`config.mk`:
```
export PLATFORM = sky130hd
export DESIGN_NAME = mem_writeback_flat
export DESIGN_NICKNAME = d
export VERILOG_FILES = /design/src/rtl/mem_writeback_if.sv /design/src/rtl/mem_writeback.sv /design/src/flat_wrapper.sv
export SDC_FILE = /design/constraint.sdc
export NUM_CORES = 1
export LEC_CHECK = 0
export CORE_ASPECT_RATIO = 2
export CORE_MARGIN = 10
export CORE_UTILIZATION = 44
export CTS_CLUSTER_DIAMETER = 100
export DETAILED_ROUTE_END_ITERATION = 8
export PLACE_DENSITY = 0.83
export SYNTH_ARGS = -nofsm -noshare
export SYNTH_HDL_FRONTEND = slang
export SYNTH_SLANG_ARGS = --single-unit
```
`constraint.sdc`:
```
create_clock -name clk -period 6.9 [get_ports clk]
set_input_delay 1.38 -clock clk [delete_from_list [all_inputs] [get_ports clk]]
set_output_delay 1.38 -clock clk [all_outputs]
set_load 0.01 [all_outputs]
```
`src/rtl/mem_writeback_if.sv`:
```
// Signal bundle between the ALU result stage, the data-memory bus and the
// commit targets (register file, SP, flags, PC) around mem_writeback.
interface mem_writeback_if;
    logic        en;
    logic [7:0]  alu_control;
    logic [15:0] alu_out;
    logic [15:0] alu_mem_data;
    logic        alu_write;
    logic        alu_should_branch;
    logic [3:0]  alu_flags;
    logic [15:0] alu_sp;
    logic [2:0]  rD_sel;

    logic [15:0] mem_addr;
    logic [15:0] mem_wdata;
    logic        mem_we;
    logic        mem_req;
    logic [15:0] mem_rdata;
    logic        mem_ready;

    logic        reg_we;
    logic [2:0]  reg_sel;
    logic [15:0] reg_data;
    logic        sp_we;
    logic [15:0] sp_data;
    logic        flags_we;
    logic [3:0]  flags_out;
    logic        pc_load;
    logic [15:0] pc_value;
    logic        busy;
    logic        done;
    logic        bus_error;

    modport slave (
        input  en, alu_control, alu_out, alu_mem_data, alu_write,
               alu_should_branch, alu_flags, alu_sp, rD_sel,
               mem_rdata, mem_ready,
        output mem_addr, mem_wdata, mem_we, mem_req,
               reg_we, reg_sel, reg_data, sp_we, sp_data, flags_we, flags_out,
               pc_load, pc_value, busy, done, bus_error
    );

    modport master (
        output en, alu_control, alu_out, alu_mem_data, alu_write,
               alu_should_branch, alu_flags, alu_sp, rD_sel,
               mem_rdata, mem_ready,
        input  mem_addr, mem_wdata, mem_we, mem_req,
               reg_we, reg_sel, reg_data, sp_we, sp_data, flags_we, flags_out,
               pc_load, pc_value, busy, done, bus_error
    );
endinterface

```
`src/rtl/mem_writeback.sv`:
```
// Writeback stage: captures one ALU result, runs a req/ready memory transfer for
// LD/ST/PUSH/POP, then commits all targets in one cycle. MEM_TIMEOUT_EN adds a ready-wait timeout.
module mem_writeback #(
    parameter int unsigned TIMEOUT_CYCLES = 64
) (
    input  logic           clk,
    input  logic           rst,
    mem_writeback_if.slave bus
);

    localparam logic [7:0] OPC_ADD  = 8'h01;
    localparam logic [7:0] OPC_SUB  = 8'h02;
    localparam logic [7:0] OPC_ADC  = 8'h03;
    localparam logic [7:0] OPC_SBB  = 8'h04;
    localparam logic [7:0] OPC_AND  = 8'h05;
    localparam logic [7:0] OPC_OR   = 8'h06;
    localparam logic [7:0] OPC_XOR  = 8'h07;
    localparam logic [7:0] OPC_NOT  = 8'h08;
    localparam logic [7:0] OPC_NEG  = 8'h09;
    localparam logic [7:0] OPC_SHL  = 8'h0A;
    localparam logic [7:0] OPC_SHR  = 8'h0B;
    localparam logic [7:0] OPC_SAR  = 8'h0C;
    localparam logic [7:0] OPC_CMP  = 8'h0D;
    localparam logic [7:0] OPC_TEST = 8'h0E;
    localparam logic [7:0] OPC_JMP  = 8'h20;
    localparam logic [7:0] OPC_LD   = 8'h30;
    localparam logic [7:0] OPC_ST   = 8'h31;
    localparam logic [7:0] OPC_PUSH = 8'h32;
    localparam logic [7:0] OPC_POP  = 8'h33;

    typedef enum logic [1:0] {
        IDLE     = 2'd0,
        MEM_WAIT = 2'd1,
        COMMIT   = 2'd2
    } state_t;

    state_t      r_state;
    state_t      w_next_state;

    logic [7:0]  r_opc;
    logic [15:0] r_alu_out;
    logic [15:0] r_mem_data;
    logic [15:0] r_sp;
    logic [15:0] r_rdata;
    logic        r_write;
    logic        r_branch;
    logic [3:0]  r_flags;
    logic [2:0]  r_rd_sel;

    logic        w_accept;
    logic        w_in_is_mem;
    logic        w_is_load;
    logic        w_is_store;
    logic        w_no_reg;
    logic        w_flag_op;
    logic        w_commit;
    logic        w_timeout;
    logic        w_timed_out;

    assign w_accept    = (r_state == IDLE) && bus.en;
    assign w_in_is_mem = bus.alu_control inside {OPC_LD, OPC_ST, OPC_PUSH, OPC_POP};
    assign w_is_load   = r_opc inside {OPC_LD, OPC_POP};
    assign w_is_store  = r_opc inside {OPC_ST, OPC_PUSH};
    assign w_no_reg    = r_opc inside {OPC_ST, OPC_PUSH, OPC_CMP, OPC_TEST, OPC_JMP};
    assign w_flag_op   = r_opc inside {OPC_ADD, OPC_SUB, OPC_ADC, OPC_SBB, OPC_AND,
                                       OPC_OR, OPC_XOR, OPC_NOT, OPC_NEG, OPC_SHL,
                                       OPC_SHR, OPC_SAR, OPC_CMP, OPC_TEST};
    assign w_commit    = (r_state == COMMIT);

    // NOTE: sequential state uses <= so every register samples pre-edge values.
    always_ff @(posedge clk or posedge rst) begin
        if (rst) begin
            r_state <= IDLE;
        end else begin
            r_state <= w_next_state;
        end
    end

    always_ff @(posedge clk or posedge rst) begin
        if (rst) begin
            r_opc      <= '0;
            r_alu_out  <= '0;
            r_mem_data <= '0;
            r_sp       <= '0;
            r_rdata    <= '0;
            r_write    <= 1'b0;
            r_branch   <= 1'b0;
            r_flags    <= '0;
            r_rd_sel   <= '0;
        end else begin
            if (w_accept) begin
                r_opc      <= bus.alu_control;
                r_alu_out  <= bus.alu_out;
                r_mem_data <= bus.alu_mem_data;
                r_sp       <= bus.alu_sp;
                r_write    <= bus.alu_write;
                r_branch   <= bus.alu_should_branch;
                r_flags    <= bus.alu_flags;
                r_rd_sel   <= bus.rD_sel;
            end
            if ((r_state == MEM_WAIT) && bus.mem_ready) begin
                r_rdata <= bus.mem_rdata;
            end
        end
    end

`ifdef MEM_TIMEOUT_EN
    localparam int unsigned CNT_W = $clog2(TIMEOUT_CYCLES + 1);

    logic [CNT_W-1:0] r_wait_cnt;
    logic             r_timed_out;
    logic             r_bus_error;

    // Fires on the last permitted non-ready wait cycle so COMMIT follows directly.
    assign w_timeout = (r_state == MEM_WAIT) && !bus.mem_ready
                    && (r_wait_cnt == CNT_W'(TIMEOUT_CYCLES - 1));

    always_ff @(posedge clk or posedge rst) begin
        if (rst) begin
            r_wait_cnt  <= '0;
            r_timed_out <= 1'b0;
            r_bus_error <= 1'b0;
        end else begin
            if (w_accept) begin
                r_wait_cnt  <= '0;
                r_timed_out <= 1'b0;
            end else if ((r_state == MEM_WAIT) && !bus.mem_ready) begin
                r_wait_cnt <= r_wait_cnt + 1'b1;
            end
            if (w_timeout) begin
                r_timed_out <= 1'b1;
                r_bus_error <= 1'b1;
            end
        end
    end

    assign w_timed_out   = r_timed_out;
    assign bus.bus_error = r_bus_error;
`else
    assign w_timeout     = 1'b0;
    assign w_timed_out   = 1'b0;
    assign bus.bus_error = 1'b0;
`endif

    // NOTE: every output gets a default first so no path through the case infers a latch.
    always_comb begin
        w_next_state  = r_state;
        bus.mem_req   = (r_state == MEM_WAIT);
        bus.mem_addr  = r_alu_out;
        bus.mem_wdata = r_mem_data;
        bus.mem_we    = w_is_store;
        bus.reg_we    = 1'b0;
        bus.reg_sel   = r_rd_sel;
        bus.reg_data  = w_is_load ? r_rdata : r_alu_out;
        bus.sp_we     = 1'b0;
        bus.sp_data   = r_sp;
        bus.flags_we  = 1'b0;
        bus.flags_out = r_flags;
        bus.pc_load   = 1'b0;
        bus.pc_value  = r_alu_out;
        bus.busy      = (r_state != IDLE);
        bus.done      = w_commit;

        unique case (r_state)
            IDLE: begin
                if (bus.en) begin
                    w_next_state = w_in_is_mem ? MEM_WAIT : COMMIT;
                end
            end
            MEM_WAIT: begin
                if (bus.mem_ready || w_timeout) begin
                    w_next_state = COMMIT;
                end
            end
            COMMIT: begin
                w_next_state = IDLE;
                bus.reg_we   = r_write && !w_no_reg && !w_timed_out;
                bus.sp_we    = (r_opc inside {OPC_PUSH, OPC_POP}) && !w_timed_out;
                bus.flags_we = w_flag_op && !w_timed_out;
                bus.pc_load  = (r_opc == OPC_JMP) && r_branch;
            end
            default: begin
                w_next_state = IDLE;
            end
        endcase
    end

endmodule

```
`src/flat_wrapper.sv`:
```
// flat-port wrapper written by rule: the top's interface ports become plain ports
module mem_writeback_flat 
#(
    parameter int unsigned TIMEOUT_CYCLES = 64
)
  (clk, rst, bus_en, bus_alu_control, bus_alu_out, bus_alu_mem_data, bus_alu_write, bus_alu_should_branch, bus_alu_flags, bus_alu_sp, bus_rD_sel, bus_mem_rdata, bus_mem_ready, bus_mem_addr, bus_mem_wdata, bus_mem_we, bus_mem_req, bus_reg_we, bus_reg_sel, bus_reg_data, bus_sp_we, bus_sp_data, bus_flags_we, bus_flags_out, bus_pc_load, bus_pc_value, bus_busy, bus_done, bus_bus_error);
  mem_writeback_if bus_i ();
  input  logic clk;
  input  logic rst;
  input wire logic [$bits(bus_i.en)-1:0] bus_en;
  input wire logic [$bits(bus_i.alu_control)-1:0] bus_alu_control;
  input wire logic [$bits(bus_i.alu_out)-1:0] bus_alu_out;
  input wire logic [$bits(bus_i.alu_mem_data)-1:0] bus_alu_mem_data;
  input wire logic [$bits(bus_i.alu_write)-1:0] bus_alu_write;
  input wire logic [$bits(bus_i.alu_should_branch)-1:0] bus_alu_should_branch;
  input wire logic [$bits(bus_i.alu_flags)-1:0] bus_alu_flags;
  input wire logic [$bits(bus_i.alu_sp)-1:0] bus_alu_sp;
  input wire logic [$bits(bus_i.rD_sel)-1:0] bus_rD_sel;
  input wire logic [$bits(bus_i.mem_rdata)-1:0] bus_mem_rdata;
  input wire logic [$bits(bus_i.mem_ready)-1:0] bus_mem_ready;
  output wire logic [$bits(bus_i.mem_addr)-1:0] bus_mem_addr;
  output wire logic [$bits(bus_i.mem_wdata)-1:0] bus_mem_wdata;
  output wire logic [$bits(bus_i.mem_we)-1:0] bus_mem_we;
  output wire logic [$bits(bus_i.mem_req)-1:0] bus_mem_req;
  output wire logic [$bits(bus_i.reg_we)-1:0] bus_reg_we;
  output wire logic [$bits(bus_i.reg_sel)-1:0] bus_reg_sel;
  output wire logic [$bits(bus_i.reg_data)-1:0] bus_reg_data;
  output wire logic [$bits(bus_i.sp_we)-1:0] bus_sp_we;
  output wire logic [$bits(bus_i.sp_data)-1:0] bus_sp_data;
  output wire logic [$bits(bus_i.flags_we)-1:0] bus_flags_we;
  output wire logic [$bits(bus_i.flags_out)-1:0] bus_flags_out;
  output wire logic [$bits(bus_i.pc_load)-1:0] bus_pc_load;
  output wire logic [$bits(bus_i.pc_value)-1:0] bus_pc_value;
  output wire logic [$bits(bus_i.busy)-1:0] bus_busy;
  output wire logic [$bits(bus_i.done)-1:0] bus_done;
  output wire logic [$bits(bus_i.bus_error)-1:0] bus_bus_error;
  assign bus_i.en = bus_en;
  assign bus_i.alu_control = bus_alu_control;
  assign bus_i.alu_out = bus_alu_out;
  assign bus_i.alu_mem_data = bus_alu_mem_data;
  assign bus_i.alu_write = bus_alu_write;
  assign bus_i.alu_should_branch = bus_alu_should_branch;
  assign bus_i.alu_flags = bus_alu_flags;
  assign bus_i.alu_sp = bus_alu_sp;
  assign bus_i.rD_sel = bus_rD_sel;
  assign bus_i.mem_rdata = bus_mem_rdata;
  assign bus_i.mem_ready = bus_mem_ready;
  assign bus_mem_addr = bus_i.mem_addr;
  assign bus_mem_wdata = bus_i.mem_wdata;
  assign bus_mem_we = bus_i.mem_we;
  assign bus_mem_req = bus_i.mem_req;
  assign bus_reg_we = bus_i.reg_we;
  assign bus_reg_sel = bus_i.reg_sel;
  assign bus_reg_data = bus_i.reg_data;
  assign bus_sp_we = bus_i.sp_we;
  assign bus_sp_data = bus_i.sp_data;
  assign bus_flags_we = bus_i.flags_we;
  assign bus_flags_out = bus_i.flags_out;
  assign bus_pc_load = bus_i.pc_load;
  assign bus_pc_value = bus_i.pc_value;
  assign bus_busy = bus_i.busy;
  assign bus_done = bus_i.done;
  assign bus_bus_error = bus_i.bus_error;
  mem_writeback #(.TIMEOUT_CYCLES(TIMEOUT_CYCLES)) u_core (.clk(clk), .rst(rst), .bus(bus_i));
endmodule
```
==> results.toml <==
[setup_path]
reg2reg_from = "u_core.r_state[0]"
rr_endpoint = "u_core.bus.sp_data[6]"
cp_data_required_time_ns = 5.52
critPathMaxFanout = 16
critical_path.startpoint = "u_core.r_opc[3]"
r2r_cells = 4
cp.arrival_ns = 2.31
startpoint_type = "flop"
cp-end-kind = "primary output"
crit_type = "flop to primary output"
ff2ff_setup_slack_ns = 4.73

[clocking]
cts_max_level = 3
cts_resized = 0
postCtsSetupBuffers = 0
cts-root-buf = "clkbuf_16"
clk_latency_ns = 0.33
cts_buffers = 9
ctsHoldBuffers = 0
cts_tree = "done"
cts_sinks = 83
cts.clk_slew.worst_paths_ns = 0.06
clock_path_buffers = 2

[route]
drc = 0
vias = 2554
via_per_inst = 5.018
ant_nets = 0
firstDrtPassIters = 4
drtIter0Drc = 60
drt_wl_total_mm = 10.53
wire_per_inst_um = 20.69

[synth]
yosys.area_share.simple = 0.04311
synth_seq_cells = 83
yosys.area_share.adder = 0
synth_xor_area_frac = 0.006842
synth_nets = 326
ys_warn_count = 0
synth_top_family_by_area = "multiplexers"
synth_compound_gate_area_share = 0.009579
synth.mux.area_fraction = 0.3089
synth.distinct_cells = 30
ys_seq_area_frac = 0.5679
synth_area_per_cell_um2 = 15.18
postSynthCellCount = 241
syn_area_um2 = 3657

[grt]
grt_util_all_layers = 0.1671
grt_max_degree = 84
antenna_found_initial = 1
grt_pass1_wl_mm = 16.45
grt_overflow = 0
grt_pass1_vias = 2906

[cells_and_area]
fillers = 616
drive_gt1_frac = 0.2902
layout.nets = 491
multiInputGateArea_um2 = 1353
instances_no_fill = 509
area_growth_pct = 54.09
final-seq-area_um2 = 2077

[place]
placed_cells = 493
numPortBuffers = 179
pre_cts_ws_ns = 3.416
dpl.hpwl_mm = 8.344
gp_congestion = 0.7530

[power_and_ir_drop]
clkPwrFrac = 0.295
pwr-share-comb = 0.285
seqPwrFrac = 0.420
swShare = 0.2573
ir_worst_vdd_mv = 0.1952
power.density_nw_per_um2 = 255.9
p_int_uw = 1071
power.leakage_uw = 0.002399
switchingPower_uw = 371.1

[die]
rows = 47
io_pins = 181
die_h_um = 148.9
fp.dieArea_um2 = 12580
start_util = 0.4474
die_x_um = 84.47
coreArea_um2 = 8174

[min_path]
whs_path_depth = 1
hold-path-endpoint = "u_core.bus.mem_wdata[15]"
min_path_type = "flop to flop"
min_from = "u_core.bus.mem_wdata[15]"

[sta]
fin_crit_ns = 3.688
setup_tns_ns = 0
rsz0062_at_grt = "no"
maxClockFrequency_ghz = 0.2711
setup_violations = 0
fin_ws_ns = 3.212
hold_viol = 0
worst_pin_slew_ns = 1.036
fin_crit_sh = 0.5345
relSlewSlack = 0.3091
drv_slew = 0
clock_skew_ns = 0.006913

[status]
status = "finished clean"

[flow_run]
drv_cap = 0
area by class of cell:
type,instances,share of cell area
Sequential cell,83,0.3686
Inverter,3,0.002220
Clock buffer,12,0.04374
Multi-Input combinational cell,128,0.2400
Antenna cell,1,0.0004441
Timing Repair Buffer,181,0.3206
Clock inverter,3,0.002664
Tap cell,98,0.02176
worst max path at each step:
stage,cells after the start,slack [ns],to
global placement,4,3.48,u_core.bus.sp_data[3]
finish,4,3.21,bus_reg_data[3]
global route,4,3.12,bus_reg_data[15]
floorplan,1,3.38,u_core.bus.flags_out[0]
CTS,4,3.18,bus_reg_data[12]
detailed placement,4,3.42,u_core.r_opc[1]
synthesized netlist by cell type, drive strengths merged:
| cell type | n | area, um^2 |
|---|---|---|
| nor4b | 1 | 8.760 |
| nand3b | 1 | 7.510 |
| a2bb2oi | 1 | 8.760 |
| dfrtp | 83 | 2077 |
| and4bb | 2 | 28.78 |
| o211ai | 1 | 7.510 |
| inv | 3 | 11.26 |
| buf | 26 | 212.7 |
| xnor2 | 1 | 16.27 |
| and4 | 1 | 8.760 |
| nor2 | 5 | 18.77 |
| o2bb2ai | 1 | 8.760 |
| xor2 | 1 | 8.760 |
| nand2 | 5 | 21.27 |
| nand3 | 3 | 27.53 |
| nor4 | 1 | 6.260 |
| a41o | 1 | 10.01 |
| clkbuf | 1 | 5.000 |
| nor2b | 1 | 6.260 |
| mux2 | 97 | 1130 |
| nor3 | 2 | 10.01 |
| and2 | 1 | 6.260 |
| conb | 1 | 3.750 |
| and2b | 1 | 7.510 |
state kept, by name, summed over array words and instances, names as in the netlist:
register / cells
u_core.bus.mem_addr: 16
u_core.bus.sp_data: 16
u_core.bus.flags_out: 4
u_core.r_opc: 8
u_core.bus.mem_wdata: 16
u_core.r_branch: 1
u_core.r_state: 2
u_core.r_write: 1
u_core.bus.reg_sel: 3
u_core.r_rdata: 16
metrics by stage:
stage | power (uW) | instance area, um^2 | hold WS, ns | utilization
3_3_place_gp | 1019 | 5371 | 0.4858 | 0.6571
6_report | 1442 | 5635 | 0.5062 | 0.6894
3_5_place_dp | 1032 | 5371 | 0.4963 | 0.6571
2_1_floorplan | 796.7 | 3657 | 0.4726 | -
5_1_grt | 1510 | 5635 | 0.5289 | 0.6894
4_1_cts | 1464 | 5633 | 0.5097 | 0.6891
critical path: stages (launching register included):
cell and delay [ns]:
dfrtp_1 0.41, and4bb_4 0.39, nand3_4 0.28, mux2_2 0.34, clkdlybuf4s50_1 0.56
layout by cell type, fill, tap and decap left out, drive strengths merged:
master,instances
and4,1
clkdlybuf4s50,179
clkinv,4
xor2,1
nand3,3
nor4,1
and2,1
a41o,1
and2b,1
inv,2
and4bb,2
nand2,5
o211ai,1
nor2,5
o2bb2ai,1
nor3,2
nor4b,1
clkbuf,12
a2bb2oi,1
diode,1
buf,2
nor2b,1
nand3b,1
xnor2,1
conb,1
mux2,97
dfrtp,83
logic make-up after synthesis:
group | Yosys count
muxes | 97
DFF | 83
buffers and inverters | 30
and+or+nand+nor | 24
AOI/OAI and AO/OA | 4
xor gates and xnor gates | 2
other | 1
power by group through the flow:
stage	combinational (uW)	sequential, uW	clock [uW]
3_3_place_gp	410	609	0
4_1_cts	419	607	438
2_1_floorplan	169	628	0
5_1_grt	438	618	455
3_5_place_dp	418	615	0
6_report	411	606	425
layer usage:
layer,vias up,track usage,share of wire
li1,1164,-,-
met1,1268,0.1507,0.31
met2,101,0.3123,0.57
met3,21,0.06236,0.075
met4,0,0.08526,0.036
met5,-,0,0
Note: power is estimated with default switching activity, not from simulation.
